===== src/rtl/tlp_pkg.sv =====
// Shared constants, state encoding and credit helpers for the MWr32 transmitter.
package tlp_pkg;

    typedef enum logic [1:0] {
        ST_IDLE = 2'd0,
        ST_REQ  = 2'd1,
        ST_DATA = 2'd2
    } tlp_state_e;

    localparam logic [7:0] FMT_TYPE_MWR32 = 8'h40;
    localparam logic [9:0] TLP_LEN_DW     = 10'd1;
    localparam logic [7:0] TLP_TAG        = 8'h00;
    localparam logic [3:0] FIRST_BE       = 4'hF;
    localparam logic [3:0] LAST_BE        = 4'h0;
    localparam int         HW_CNT         = 8;

    // Posted-header credit usable: infinite flag or a non-zero count.
    function automatic logic ph_credit_ok(input logic [8:0] ph);
        return ph[8] | (|ph[7:0]);
    endfunction

    // Posted-data credit usable: infinite flag or a non-zero count.
    function automatic logic pd_credit_ok(input logic [12:0] pd);
        return pd[12] | (|pd[11:0]);
    endfunction

endpackage


===== src/rtl/tlp_mwr_tx_if.sv =====
// Transmit-side handshake between the MWr generator and the PCIe core.
interface tlp_mwr_tx_if;
    logic        tx_req;
    logic [15:0] tx_data;
    logic        tx_st;
    logic        tx_end;
    logic        tx_rdy;
    logic [8:0]  tx_ca_ph;
    logic [12:0] tx_ca_pd;

    modport master (
        output tx_req, tx_data, tx_st, tx_end,
        input  tx_rdy, tx_ca_ph, tx_ca_pd
    );

    modport slave (
        input  tx_req, tx_data, tx_st, tx_end,
        output tx_rdy, tx_ca_ph, tx_ca_pd
    );
endinterface


===== src/rtl/sat_cnt.sv =====
// Event counter that sticks at all-ones instead of wrapping.
module sat_cnt #(
    parameter int W = 16
) (
    input  logic         clk,
    input  logic         rst,
    input  logic         inc,
    output logic [W-1:0] cnt
);

    // Count up on inc until every bit is set, then hold.
    always_ff @(posedge clk or posedge rst) begin
        if (rst)
            cnt <= '0;
        else if (inc && (cnt != '1))
            cnt <= cnt + 1'b1;
    end

endmodule


===== src/rtl/tlp_mwr_tx.sv =====
// Turns each GPIO pattern event into a single-DW MWr32 TLP, streamed as
// eight big-endian halfwords. One event can wait in a holding buffer while
// a TLP is in flight; newer events overwrite it and are counted as drops.
//
// state | meaning
// IDLE  | no TLP in flight; waits for a held event, link up and credits
// REQ   | first cycle: arming tx_req; then tx_req high until tx_rdy seen
// DATA  | streaming halfwords H0..H7 from the latched payload
module tlp_mwr_tx
    import tlp_pkg::*;
#(
    parameter logic [31:0] ADDR  = 32'h0000_1000,
    parameter int          CNT_W = 16
) (
    input  logic             clk,
    input  logic             rst,
    input  logic             evt_valid,
    input  logic [31:0]      evt_data,
    input  logic             dl_up,
    input  logic [15:0]      req_id,
    tlp_mwr_tx_if.master     tx,
    output logic [CNT_W-1:0] sent_cnt,
    output logic [CNT_W-1:0] drop_cnt
);

    localparam logic [1:0] S_IDLE = ST_IDLE;
    localparam logic [1:0] S_REQ  = ST_REQ;
    localparam logic [1:0] S_DATA = ST_DATA;

    logic [1:0]  state;
    logic [2:0]  idx;
    logic        tx_req_q;
    logic        buf_full;
    logic [31:0] buf_data;
    logic [31:0] tlp_data;
    logic        grant;
    logic        start;
    logic        last_hw;
    logic        sent_inc;
    logic        drop_inc;
    logic [15:0] hw;

    // The buffer drains on the grant edge, so an event landing then is a capture, not a drop.
    assign grant    = (state == S_REQ) && tx_req_q && tx.tx_rdy;
    assign start    = buf_full && dl_up && ph_credit_ok(tx.tx_ca_ph) && pd_credit_ok(tx.tx_ca_pd);
    assign last_hw  = (state == S_DATA) && (idx == 3'(HW_CNT - 1));
    assign sent_inc = last_hw;
    assign drop_inc = evt_valid && buf_full && !grant;

    // Single-entry holding buffer; the newest event always wins.
    always_ff @(posedge clk or posedge rst) begin
        if (rst) begin
            buf_full <= 1'b0;
            buf_data <= '0;
        end else if (evt_valid) begin
            buf_full <= 1'b1;
            buf_data <= evt_data;
        end else if (grant) begin
            buf_full <= 1'b0;
        end
    end

    // Request/stream sequencer; dl_up is only looked at before a TLP starts.
    always_ff @(posedge clk or posedge rst) begin
        if (rst) begin
            state    <= S_IDLE;
            idx      <= '0;
            tx_req_q <= 1'b0;
            tlp_data <= '0;
        end else begin
            case (state)
                S_IDLE: begin
                    idx <= '0;
                    if (start)
                        state <= S_REQ;
                end
                S_REQ: begin
                    if (grant) begin
                        state    <= S_DATA;
                        tx_req_q <= 1'b0;
                        idx      <= '0;
                        tlp_data <= buf_data;
                    end else begin
                        tx_req_q <= 1'b1;
                    end
                end
                S_DATA: begin
                    idx <= idx + 1'b1;
                    if (last_hw)
                        state <= S_IDLE;
                end
                default: begin
                    state    <= S_IDLE;
                    tx_req_q <= 1'b0;
                end
            endcase
        end
    end

    // Halfword selection; bus is quiet outside DATA.
    always_comb begin
        hw = '0;
        if (state == S_DATA) begin
            case (idx)
                3'd0:    hw = {FMT_TYPE_MWR32, 8'h00};
                3'd1:    hw = {6'b0, TLP_LEN_DW};
                3'd2:    hw = req_id;
                3'd3:    hw = {TLP_TAG, LAST_BE, FIRST_BE};
                3'd4:    hw = ADDR[31:16];
                3'd5:    hw = {ADDR[15:2], 2'b00};
                3'd6:    hw = tlp_data[31:16];
                default: hw = tlp_data[15:0];
            endcase
        end
    end

    assign tx.tx_req  = tx_req_q;
    assign tx.tx_data = hw;
    assign tx.tx_st   = (state == S_DATA) && (idx == 3'd0);
    assign tx.tx_end  = last_hw;

    sat_cnt #(.W(CNT_W)) u_sent_cnt (
        .clk (clk),
        .rst (rst),
        .inc (sent_inc),
        .cnt (sent_cnt)
    );

    sat_cnt #(.W(CNT_W)) u_drop_cnt (
        .clk (clk),
        .rst (rst),
        .inc (drop_inc),
        .cnt (drop_cnt)
    );

endmodule


===== src/flat_wrapper.sv =====
// flat-port wrapper written by rule: the top's interface ports become plain ports
module tlp_mwr_tx_flat import tlp_pkg::*;
#(
    parameter logic [31:0] ADDR  = 32'h0000_1000,
    parameter int          CNT_W = 16
)
  (clk, rst, evt_valid, evt_data, dl_up, req_id, sent_cnt, drop_cnt, tx_tx_req, tx_tx_data, tx_tx_st, tx_tx_end, tx_tx_rdy, tx_tx_ca_ph, tx_tx_ca_pd);
  tlp_mwr_tx_if tx_i ();
  input  logic clk;
  input  logic rst;
  input  logic evt_valid;
  input  logic [31:0] evt_data;
  input  logic dl_up;
  input  logic [15:0] req_id;
  output logic [CNT_W-1:0] sent_cnt;
  output logic [CNT_W-1:0] drop_cnt;
  output wire logic [$bits(tx_i.tx_req)-1:0] tx_tx_req;
  output wire logic [$bits(tx_i.tx_data)-1:0] tx_tx_data;
  output wire logic [$bits(tx_i.tx_st)-1:0] tx_tx_st;
  output wire logic [$bits(tx_i.tx_end)-1:0] tx_tx_end;
  input wire logic [$bits(tx_i.tx_rdy)-1:0] tx_tx_rdy;
  input wire logic [$bits(tx_i.tx_ca_ph)-1:0] tx_tx_ca_ph;
  input wire logic [$bits(tx_i.tx_ca_pd)-1:0] tx_tx_ca_pd;
  assign tx_tx_req = tx_i.tx_req;
  assign tx_tx_data = tx_i.tx_data;
  assign tx_tx_st = tx_i.tx_st;
  assign tx_tx_end = tx_i.tx_end;
  assign tx_i.tx_rdy = tx_tx_rdy;
  assign tx_i.tx_ca_ph = tx_tx_ca_ph;
  assign tx_i.tx_ca_pd = tx_tx_ca_pd;
  tlp_mwr_tx #(.ADDR(ADDR), .CNT_W(CNT_W)) u_core (.clk(clk), .rst(rst), .evt_valid(evt_valid), .evt_data(evt_data), .dl_up(dl_up), .req_id(req_id), .tx(tx_i), .sent_cnt(sent_cnt), .drop_cnt(drop_cnt));
endmodule

===== config.mk =====
export PLATFORM = sky130hd
export DESIGN_NAME = tlp_mwr_tx_flat
export DESIGN_NICKNAME = d
export VERILOG_FILES = /design/src/rtl/tlp_pkg.sv /design/src/rtl/tlp_mwr_tx_if.sv /design/src/rtl/sat_cnt.sv /design/src/rtl/tlp_mwr_tx.sv /design/src/flat_wrapper.sv
export SDC_FILE = /design/constraint.sdc
export NUM_CORES = 1
export LEC_CHECK = 0
export ABC_AREA = 1
export BUFFER_PORTS_ARGS = -buffer_cell sky130_fd_sc_hd__buf_2
export CAP_MARGIN = 10
export CORE_ASPECT_RATIO = 0.6
export CORE_MARGIN = 1
export CORE_UTILIZATION = 49
export DETAILED_ROUTE_END_ITERATION = 10
export GPL_ROUTABILITY_DRIVEN = 1
export PLACE_DENSITY = 0.77
export REMOVE_ABC_BUFFERS = 1
export SLEW_MARGIN = 0
export SYNTH_ARGS = -nofsm -noshare
export SYNTH_HDL_FRONTEND = slang
export SYNTH_HIERARCHICAL = 1
export SYNTH_SLANG_ARGS = --single-unit

===== constraint.sdc =====
create_clock -name clk -period 1.9 [get_ports clk]
set_input_delay 0.095 -clock clk [delete_from_list [all_inputs] [get_ports clk]]
set_output_delay 0.095 -clock clk [all_outputs]
set_load 0.005 [all_outputs]

# Word-level counts from Yosys, hierarchy flattened
# Cells that the tools add are included.
# Widths: inputs -> output; s select.
# word_totals
out_inout_bits	51
register_bits	103
input_bits	75
elab_cells	61
# op_classes
reduce_logical	22
n_addsub	3
muxes	12
bitwise	2
eq_ne	14
# ops
op	n
$pmux 16 s7	1
$add 16x1->16 const B	2
$ne 16x16->1 const B	2
$mux 16	1
$eq 3x3->1 const B	4
$reduce_or 12->1	1
$logic_and 1x1->1	11
$pmux 3 s3	1
$reduce_or 8->1	1
$eq 3x2->1 const B	2
$mux 2	3
$pmux 2 s3	1
$ne 2x1->1 const B	2
$reduce_and 2->1	2
$add 3x1->3 const B	1
$eq 3x1->1 const B	1
$logic_not 3->1	1
$mux 1	3
$mux 3	1
$reduce_and 3->1	1
$reduce_bool 3->1	1
$eq 2x1->1 const B	1
$eq 2x2->1 const B	1
$logic_not 2->1	1
other kinds (6)	7

# Logic depth before layout (Yosys ltp)
# logic_depth
depth_word	6
ltp_mapped	14
mapped_depth_nobuf	13

# By module
# The synthesis kept the hierarchy.
# modules_own_cells
module	area_each_um2	n_inst	cells_per_inst	seq_area_each_um2
tlp_mwr_tx	3321.9	1	406	1776.7
sat_cnt	1069.8	2	150	400.4

# Worst setup path before layout
# No wires, ideal clock.
# synth_path
path_type	reg2reg
from	reg u_core.idx[0]
to	reg u_core.u_sent_cnt.cnt[13]
path_buffers	0
arrival_time_ps	1590
slack_ps	197
setup_ps	113
path_stages_with_launch	12
t_required_ps	1787
period_less_slack_ps	1703
cell_sequence	dfrtp_1 -> ha_1 -> ha_1 -> inv_1 -> nor2_1 -> inv_1 -> nor2_1 -> nand2_1 -> nor2_1 -> nand3_1 -> nand2_1 -> inv_1
# synth_between
elab_chain_len	3
# synth_rtl
element	line_no	source
from (decl)	tlp_mwr_tx.sv:31	logic [2:0] idx;
from (signal assigned)	tlp_mwr_tx.sv:88	idx <= idx + 1'b1;
$eq 3x3->1	tlp_mwr_tx.sv:46	assign last_hw = (state == S_DATA) && (idx == 3'(HW_CNT - 1));
$logic_and 1x1->1	tlp_mwr_tx.sv:46	
named net tx_tx_end	flat_wrapper.sv:20	output wire logic [$bits(tx_i.tx_end)-1:0] tx_tx_end;
$logic_and 1x1->1	sat_cnt.sv:15	else if (inc && (cnt != '1))
to (signal assigned)	sat_cnt.sv:16	cnt <= cnt + 1'b1;
to (decl)	sat_cnt.sv:8	output logic [W-1:0] cnt
# The timed path passes the listed nets, and every way through them passes these cells.
# A chain may end at the register's enable or synchronous reset.

# Worst setup path in the final report
# layout_path
from	reg u_core.idx[0]
to	out tx_tx_data[0]
# layout_between
elab_chain_len	3
elab_cells_between_ends	9
cone_classes	6 x eq/ne; 2 x mux; 1 x reduce/logical
# layout_rtl
element	line_no	source
$eq 3x3->1, or another cell as far along	tlp_mwr_tx.sv:104	case (idx)
$pmux 16 s7 (*)	tlp_mwr_tx.sv:104	
$mux 16 (*)	tlp_mwr_tx.sv:103	if (state == S_DATA) begin
to (decl)	flat_wrapper.sv:18	output wire logic [$bits(tx_i.tx_data)-1:0] tx_tx_data;
# Every way passes the cells marked *; elsewhere a longest branch is shown, timed or not.

==> impl_metrics.toml <==
[detailed_routing]
vias_per_cell = 4.89
drc_errors = 18
drt_wl_total_um = 12500
postRouteAntennaNets = 0
drt_iter0_drc = 261
first_pass_iters = 8
wl_per_cell_um = 12.4
vias = 4930

[critical_path]
worstPathRequired_ps = 1800
endpoint_kind = "output pin"
crit_type = "reg2out"
cp.arrival_ps = 1800
cp-start-kind = "flop"
crit_fanout = 15
rrSetupSlack_ps = 220

[yosys]
yosys-top-cells-area = "dfrtp_1, nand2_1, o21ai_0, inv_1, nor2_1"
synth.most_common_cell = "nand2_1"
synth_flop_cell = "dfrtp_1"
ys_top_cells_by_count = "nand2_1, dfrtp_1, inv_1"
syn_area_per_cell_um2 = 7.74
synth_top_area_share_pct = 47.2
synth_seq_cells = 103
synth_edf_count = 0
synth_area_um2 = 5460
synthCells = 706
async_reset_ff_share_pct = 100
synth_top_area_cell = "dfrtp_1"
yosysSeqAreaShare_pct = 47.2
yosysWarnings = 6
synthDistinctLibCells = 32

[clock_tree]
cts_buffer_depth = 2
htreeDepth = 3
clk_pin_slew_ps = 70
clock_latency_ps = 340
cts_buffers = 9
root_buffer = "clkbuf_16"
cts.sinks = 103
cts_tree = "yes"

[global_route]
antenna_found_initial = 0
grt.total_usage_pct = 22.7
grt_overflow = 0
grt_max_degree = 68
grt_pass1_vias = 4514
grt_pass1_wl_um = 21100

[floorplan]
dieArea_um2 = 11600
placementRows = 29
start_util_pct = 51.0
die_h_um = 83.8
die_w_um = 138
core_area_um2 = 10700
io_pins = 126

[power]
power_mw = 6.78
ir_worst_vdd_uv = 454
p_leak_nw = 3.45
power_density_nw_per_um2 = 982

[timing]
final_max_slew_viol_count = 0
max_freq_ghz = 0.527
layout_min_cycle_time_ps = 1900
finalHoldViolCount = 0
relSlewSlack_pct = 56.5
tightestPinTransition_ps = 651
clock-skew-final_ps = 5.04
period_share_pct = 99.8
rsz0062_at_grt = "true"
final-setup-viol-count = 0

[min_path]
hold_class = "in2reg"

[status]
violations = "design-rule violations"
status = "complete, but fails checks"

[finish]
fin_util_pct = 64.5
drive_above_1_share_pct = 25.5
num_antenna_cells = 0
finalNetCount = 948
syn_to_final_growth_pct = 26.5

[flow_run]
maxCapViolCount = 0

[placed_design]
gp_congestion = 0.864
port_buffers = 125
hpwl_um = 8850
[what timing repair did]
item	4_1_cts	5_1_grt
pin swaps	1	1
buffers inserted	1	1
endpoints found under the hold margin	78	0
hold buffers	33	0
setup endpoints to repair	16	28
gates resized for setup	5	8
[cells by family (layout without fill, tap and decap cells)]
kind of cell               count (synthesis)  after routing  synth area share, %
xor gates and xnor gates                   8              8                 1.28
and+or+nand+nor                          382            382                 30.5
AOI/OAI and AO/OA                        105            105                 11.0
buffers and inverters                    100            264                 8.13
DFF                                      103            103                 47.2
adders and majority gates                  8              8                 1.83
[where the power goes]
part / switching (mW) / internal [mW] / total [mW] / leakage (nW)
Combinational: 1.15 / 0.755 / 1.90 / 2.00
Sequential: 0.370 / 2.69 / 3.06 / 1.31
Clock: 0.885 / 0.935 / 1.82 / 0.145
Total: 2.40 / 4.38 / 6.78 / 3.45
[per-layer routing]
metal / wire length, µm / global-route usage (%) / vias up
li1: - / - / 2519
met4: 75 / 5.01 / 0
met2: 5560 / 35.4 / 148
met3: 708 / 4.19 / 9
met1: 6170 / 32.9 / 2254
met5: 0 / 0 / -
[registers in the layout, indices dropped and copies added (netlist names)]
| name | count |
|---|---|
| u_core/tx.tx_req | 1 |
| u_core/idx | 3 |
| u_core/tlp_data | 32 |
| u_core/buf_full | 1 |
| u_core/u_sent_cnt/cnt | 16 |
| u_core/state | 2 |
| u_core/u_drop_cnt/cnt | 16 |
| u_core/buf_data | 32 |
[final timing paths]
path                                                       from                               endpoint  depth (start not counted)
max in group asynchronous                                   rst  u_core/u_sent_cnt/cnt[15]$_DFFE_PP0P_                          3
min in group asynchronous                                   rst            u_core/state[1]$_DFFE_PP0P_                          3
min                                                   evt_valid            u_core/buf_full$_DFFE_PP0P_                          3
max                                   u_core/idx[0]$_DFFE_PP0P_                          tx_tx_data[0]                         10
max reg2reg                u_core/u_sent_cnt/cnt[0]$_DFFE_PP0P_  u_core/u_sent_cnt/cnt[14]$_DFFE_PP0P_                          8
min reg2reg                     u_core/tlp_data[18]$_DFFE_PP0P_        u_core/tlp_data[18]$_DFFE_PP0P_                          2
[placed cells by master (no fill, tap or decap), drive strengths merged, types with 2 or more instances in the layout]
cell / count
a21oi: 10
buf: 135
clkbuf: 9
clkinv: 3
dfrtp: 103
dlygate4sd3: 33
ha: 8
inv: 83
nand2: 258
nand3: 24
nand3b: 4
nand4: 10
nor2: 81
nor3: 3
o21ai: 94
or2: 2
xnor2: 4
xor2: 4
[metrics by stage]
step	std cells	hold WS [ps]	setup WS, ps	setup TNS [ps]	instance area [µm²]
6_report	1009	82.0	3.19	0	6910
4_1_cts	1008	43.9	-1.81	-1.81	6870
5_1_grt	1009	76.0	-115	-1220	6910
3_5_place_dp	958	127	145	0	6200
3_3_place_gp	958	128	220	0	6200
2_1_floorplan	686	8.74	-209	-2330	5320
[critical path: stages (launching register included)]
cell and delay, ps:
dfrtp_1 410, inv_2 90, ha_2 200, inv_1 70, nor2_4 140, buf_12 150, nand2_1 60, nand3_1 70
nor2_1 40, nor2_1 110, buf_2 130
[final cells by class]
type / instances / area, µm²
multi-input cells: 503 / 2460
fillers: 925 / 3800
flip-flops and latches: 103 / 2580
repair buffers: 168 / 1080
clock buffers: 9 / 225
inverters: 80 / 313
well taps: 139 / 174
clock inverters: 7 / 75.1
Power figures use the tool's default switching activity.
